$ cat config.mk
export PLATFORM = sky130hd
export DESIGN_NAME = truth_table_sweeper_flat
export DESIGN_NICKNAME = d
export VERILOG_FILES = /design/src/rtl/truth_table_sweeper_pkg.sv /design/src/rtl/truth_table_sweeper_if.sv /design/src/rtl/truth_table_sweeper_bin2gray.sv /design/src/rtl/truth_table_sweeper.sv /design/src/flat_wrapper.sv
export SDC_FILE = /design/constraint.sdc
export NUM_CORES = 1
export LEC_CHECK = 0
export CAP_MARGIN = 15
export CORE_MARGIN = 5
export CORE_UTILIZATION = 45
export CTS_CLUSTER_DIAMETER = 50
export DETAILED_ROUTE_END_ITERATION = 12
export DONT_BUFFER_PORTS = 1
export PLACE_DENSITY = 0.69
export SLEW_MARGIN = 15
export SYNTH_ARGS = -nofsm -noshare
export SYNTH_HDL_FRONTEND = slang
export SYNTH_SLANG_ARGS = --single-unit
$ cat constraint.sdc
create_clock -name clk -period 2.25 [get_ports clk]
set_clock_uncertainty 0.05 [all_clocks]
set_input_delay 0.45 -clock clk [delete_from_list [all_inputs] [get_ports clk]]
set_output_delay 0.45 -clock clk [all_outputs]
set_load 0.02 [all_outputs]
$ cat src/rtl/truth_table_sweeper_pkg.sv
// Shared types and helpers for the truth-table sweeper.
package truth_table_sweeper_pkg;

  typedef enum logic [1:0] {
    ST_IDLE = 2'd0,
    ST_RUN  = 2'd1,
    ST_DONE = 2'd2
  } state_t;

  // One spare bit so DWELL-1 always fits, including DWELL=1.
  function automatic int dwell_width(input int dwell);
    return $clog2(dwell) + 1;
  endfunction

endpackage

$ cat src/rtl/truth_table_sweeper_if.sv
// Stimulus/response and status bundle between the sweeper and its lab bench.
interface truth_table_sweeper_if #(
  parameter int N_IN  = 4,
  parameter int N_OUT = 3
);
  logic              start;
  logic              gray;
  logic [N_IN-1:0]   dut_in;
  logic [N_OUT-1:0]  dut_out;
  logic [N_OUT-1:0]  exp_out;
  logic              busy;
  logic              done;
  logic [N_IN:0]     err_count;
  logic              first_err_valid;
  logic [N_IN-1:0]   first_err_vec;

  modport master (
    output start, gray, dut_out, exp_out,
    input  dut_in, busy, done, err_count, first_err_valid, first_err_vec
  );

  modport slave (
    input  start, gray, dut_out, exp_out,
    output dut_in, busy, done, err_count, first_err_valid, first_err_vec
  );
endinterface

$ cat src/rtl/truth_table_sweeper_bin2gray.sv
// Combinational binary-to-Gray converter.
module bin2gray #(
  parameter int W = 4
) (
  input  logic [W-1:0] b,
  output logic [W-1:0] g
);
  assign g = b ^ (b >> 1);
endmodule

$ cat src/rtl/truth_table_sweeper.sv
// Exhaustive stimulus engine: sweeps all 2^N_IN vectors, dwells, compares, logs errors.
//   state   | meaning
//   IDLE    | after reset, waiting for start
//   RUN     | driving vectors, comparing at the end of each dwell
//   DONE    | sweep complete, results held until next start
module truth_table_sweeper
  import truth_table_sweeper_pkg::*;
#(
  parameter int N_IN  = 4,
  parameter int N_OUT = 3,
  parameter int DWELL = 20
) (
  input logic                 clk,
  input logic                 rst_n,
  truth_table_sweeper_if.slave bus
);

  localparam int DW = dwell_width(DWELL);
  localparam int IW = N_IN + 1;
  localparam logic [DW-1:0] DWELL_LAST = DW'(DWELL - 1);
  localparam logic [IW-1:0] IDX_LAST   = IW'((1 << N_IN) - 1);

  state_t          state;
  logic [DW-1:0]   dwell_cnt;
  logic [IW-1:0]   idx;
  logic            gray_q;
  logic [IW-1:0]   idx_nxt;
  logic [N_IN-1:0] gray_nxt;
  logic [N_IN-1:0] vec_nxt;
  logic            mismatch;

  assign idx_nxt = idx + 1'b1;

  bin2gray #(.W(N_IN)) u_bin2gray (
    .b (idx_nxt[N_IN-1:0]),
    .g (gray_nxt)
  );

  assign vec_nxt  = gray_q ? gray_nxt : idx_nxt[N_IN-1:0];
  // Case inequality so X/Z on either side flags a mismatch in simulation.
  assign mismatch = (bus.dut_out !== bus.exp_out);

  always_ff @(posedge clk or negedge rst_n) begin
    if (!rst_n) begin
      state               <= ST_IDLE;
      dwell_cnt           <= '0;
      idx                 <= '0;
      gray_q              <= 1'b0;
      bus.dut_in          <= '0;
      bus.busy            <= 1'b0;
      bus.done            <= 1'b0;
      bus.err_count       <= '0;
      bus.first_err_valid <= 1'b0;
      bus.first_err_vec   <= '0;
    end else begin
      case (state)
        ST_IDLE, ST_DONE: begin
          if (bus.start) begin
            state               <= ST_RUN;
            dwell_cnt           <= '0;
            idx                 <= '0;
            gray_q              <= bus.gray;
            bus.dut_in          <= '0;
            bus.busy            <= 1'b1;
            bus.done            <= 1'b0;
            bus.err_count       <= '0;
            bus.first_err_valid <= 1'b0;
            bus.first_err_vec   <= '0;
          end
        end
        ST_RUN: begin
          if (dwell_cnt == DWELL_LAST) begin
            if (mismatch) begin
              bus.err_count <= bus.err_count + 1'b1;
              if (!bus.first_err_valid) begin
                bus.first_err_valid <= 1'b1;
                bus.first_err_vec   <= bus.dut_in;
              end
            end
            if (idx == IDX_LAST) begin
              state    <= ST_DONE;
              bus.busy <= 1'b0;
              bus.done <= 1'b1;
            end else begin
              idx        <= idx_nxt;
              dwell_cnt  <= '0;
              bus.dut_in <= vec_nxt;
            end
          end else begin
            dwell_cnt <= dwell_cnt + 1'b1;
          end
        end
        default: state <= ST_IDLE;
      endcase
    end
  end

endmodule

$ cat src/flat_wrapper.sv
// flat-port wrapper written by rule: the top's interface ports become plain ports
module truth_table_sweeper_flat import truth_table_sweeper_pkg::*;
#(
  parameter int N_IN  = 4,
  parameter int N_OUT = 3,
  parameter int DWELL = 20
)
  (clk, rst_n, bus_start, bus_gray, bus_dut_out, bus_exp_out, bus_dut_in, bus_busy, bus_done, bus_err_count, bus_first_err_valid, bus_first_err_vec);
  truth_table_sweeper_if #(.N_IN(N_IN), .N_OUT(N_OUT)) bus_i ();
  input logic clk;
  input logic rst_n;
  input wire logic [$bits(bus_i.start)-1:0] bus_start;
  input wire logic [$bits(bus_i.gray)-1:0] bus_gray;
  input wire logic [$bits(bus_i.dut_out)-1:0] bus_dut_out;
  input wire logic [$bits(bus_i.exp_out)-1:0] bus_exp_out;
  output wire logic [$bits(bus_i.dut_in)-1:0] bus_dut_in;
  output wire logic [$bits(bus_i.busy)-1:0] bus_busy;
  output wire logic [$bits(bus_i.done)-1:0] bus_done;
  output wire logic [$bits(bus_i.err_count)-1:0] bus_err_count;
  output wire logic [$bits(bus_i.first_err_valid)-1:0] bus_first_err_valid;
  output wire logic [$bits(bus_i.first_err_vec)-1:0] bus_first_err_vec;
  assign bus_i.start = bus_start;
  assign bus_i.gray = bus_gray;
  assign bus_i.dut_out = bus_dut_out;
  assign bus_i.exp_out = bus_exp_out;
  assign bus_dut_in = bus_i.dut_in;
  assign bus_busy = bus_i.busy;
  assign bus_done = bus_i.done;
  assign bus_err_count = bus_i.err_count;
  assign bus_first_err_valid = bus_i.first_err_valid;
  assign bus_first_err_vec = bus_i.first_err_vec;
  truth_table_sweeper #(.N_IN(N_IN), .N_OUT(N_OUT), .DWELL(DWELL)) u_core (.clk(clk), .rst_n(rst_n), .bus(bus_i));
endmodule
==> reports/results.ini <==
[outcome]
run_status = finished clean

[sta]
measured_slew_at_the_worst_slew_check_pin_ns = 0.499
setup_repair_after_global_routing_missed_its_margin = no
report.final.hold_viol_count = 0
maxSlewHeadroom_pct = 66.7
final.setup.worst_slack_ns = 0.181
layout_min_cycle_time_ns = 2.07
layout_worst_path_cycle_share_pct = 92.0
max_clock_freq_mhz = 483
drv_slew = 0
final.setup.tns_ns = 0
setup_viol = 0

[floorplanning]
coreArea_mm2 = 0.00328
dieWidth_um = 67.7
design.portCount = 26
std_cell_rows = 21
initial_utilization_pct = 45.7
fp.dieArea_mm2 = 0.00459
floorplan.die.height_um = 67.7

[synth]
mappedNetlistNets = 165
synth_top_area_cell = dfrtp_1
synthArstFlopShare_pct = 100
synth.most_common_cell = dfrtp_1
synth_top_family_by_area = simple AND/OR/NAND/NOR gates
yosys-top-cells-count = dfrtp_1, nand2_1, o21ai_0
synthesized_area_mm2 = 0.00150
synthesized_area_fraction_occupied_by_xor_and_xnor_cells_pct = 4.09
mux_share_of_post_synthesis_cell_area_pct = 1.33
number_of_enable_type_register_cells_in_the_synthesized_netlist = 0
synth_area_leaders = dfrtp_1, nand2_1, o21ai_0
postSynthRegisterBits = 29
synth_simple_gate_area_share_pct = 21.8
postSynthAreaPerCell_um2 = 9.94
netlist-cell-type-count = 40
synth_sequential_area_ratio_pct = 48.4
yosys.area.top_type_share_pct = 48.4
dominantRegCellSynth = dfrtp_1
synth_compound_gate_area_share_pct = 18.1
synth-adder-area-share_pct = 3.34
yosysWarnings = 0
netlist_instances = 151

[clock_network]
path_clk_slew_ns = 0.08
tritoncts = yes
number_of_cts_inserted_buffers = 5
htreeDepth = 2
clock-sinks = 29
max-clock-path-buffers = 2
postCtsSetupBuffers = 0
cts_root_buf = clkbuf_4
insertion_delay_ns = 0.31

[worst_setup_path]
crit_path_max_fanout = 6
worstPathArrival_ns = 2.22
worst_setup_path_start_kind = register
r2r_end = u_core.idx[1]
timing.reg2reg.setup_slack_ns = 0.18
worstSetupEndpointType = register
reg2regPathDepth = 6
r2r-start = u_core.idx[0]
criticalPathCategory = reg2reg
worst-endpoint-required_ns = 2.40

[placed_design]
finalWeightedCongestion = 0.867
post_placement_setup_slack_ns = 0.189
place.detailed.instances = 197
count_of_input_and_output_buffers = 0
place_hpwl_um = 2360
postPlaceCellArea_mm2 = 0.00157

[grt]
grt_pass1_wl_um = 5430
grt_max_degree = 30
grt_remaining_overflow = 0
number_of_antenna_violations_at_the_first_check_in_global_routing = 0
gr-usage-all-layers_pct = 16.1
first_global_vias = 1158

[min_path]
timing.hold.worst_path_depth = 1
min-delay-path-class = in2reg
worst_hold_start = bus_start
hold_path_end = u_core.state[1]

[detailed_routing]
drc_errors = 0
detail_route.iter0.violations = 42
routed-via-count = 1173
antenna_violation_net_count_after_detailed_routing = 0
viasPerCell = 5.72
drt_wl_total_um = 3260
drt_first_pass_iters = 4
drt_wl_cell_um = 15.9

[final_layout]
area_delta_synth_final_pct = 9.42
layout.cell_area.non_filler_mm2 = 0.00164
num_antenna_cells = 0
fillerInstances = 309
finalNetCount = 174
drive_gt1_share_pct = 11.3
finish.cell_count_without_fillers = 205

[pwr]
power-per-cell-area_mw_per_mm2 = 926
max_ir_drop_vdd_mv = 0.431
leakagePower_uw = 0.000716

[run]
max_cap_violations = 0

## registers in the layout, summed over array words and instances (netlist names)
register	cells
u_core.gray_q	1
u_core.bus.err_count	5
u_core.bus.dut_in	3
u_core.bus.first_err_valid	1
u_core.bus.done	1
u_core.bus.busy	1
u_core.bus.first_err_vec	4
u_core.idx	5
u_core.state	2
u_core.dwell_cnt	6
## per-layer routing
metal  part of all wire [%]  global-route usage [%]  vias up
met5                      0                       0        -
met4                    1.4                    7.85        0
met3                    5.6                    4.83        4
met2                     48                    26.4       25
met1                     45                    19.2      578
li1                       -                       -      566
## metrics by stage
step | total power [uW] | hold slack, ns | utilization, %
after floorplan | 1130 | 0.104 | -
after CTS | 1530 | 0.168 | 50.0
after global routing | 1640 | 0.170 | 50.0
final | 1520 | 0.190 | 50.0
after global placement | 1220 | 0.105 | 47.8
after detailed placement | 1240 | 0.105 | 47.8
## cell usage in the layout (no fill, tap or decap), types with 6 or more instances in the layout
| master | instances |
|---|---|
| buf_4 | 6 |
| nand2_1 | 22 |
| nand2b_1 | 6 |
| xor2_1 | 6 |
| nand3_1 | 6 |
| dfrtp_1 | 29 |
| nor2_1 | 6 |
| o21ai_0 | 12 |
## logic make-up after synthesis
family | count (synthesis)
AO/OA/AOI/OAI | 42
XOR/XNOR | 7
adder cells (fa/ha/maj) | 4
buffers and inverters | 9
flip-flops | 29
multiplexers | 2
AND/OR/NAND/NOR | 58
## where the power goes
part / switching (uW) / internal (uW) / total, uW
registers: 179 / 627 / 806
clock network: 163 / 108 / 271
logic: 245 / 198 / 443
## critical path: stages (launching register included)
cell and delay (ns):
dfrtp_1 0.44, ha_1 0.26, and3_1 0.18, ha_1 0.29, o21a_1 0.23, or2_1 0.26
a22o_1 0.25
## repair_timing
action | CTS | global route
gates resized for setup | 0 | 0
hold buffers | 2 | 0
endpoints found under the hold margin | 29 | 0
## how the worst max path moves through the flow
stage	from	end	slack [ns]	cells past startpoint
6_report	u_core.idx[0]	u_core.idx[1]	0.18	6
5_1_grt	u_core.idx[0]	u_core.dwell_cnt[4]	0.06	6
4_1_cts	u_core.idx[0]	u_core.idx[2]	0.18	6
3_5_place_dp	u_core.idx[0]	u_core.idx[2]	0.19	6
3_3_place_gp	u_core.idx[0]	u_core.idx[1]	0.26	6
2_1_floorplan	u_core.idx[0]	u_core.bus.dut_in[2]	0.21	6
## cell type report
class                      instances  area [um2]  share of cell area, %
multi-input combinational        113         729                   44.4
sequential                        29         726                   44.2
timing repair buffer               8        75.1                   4.57
tap                               46        57.6                   3.51
clock buffer                       5        37.5                   2.29
inverter                           3        11.3                  0.686
clock inverter                     1        5.00                  0.305
Note: power is estimated with default switching activity, not from simulation.
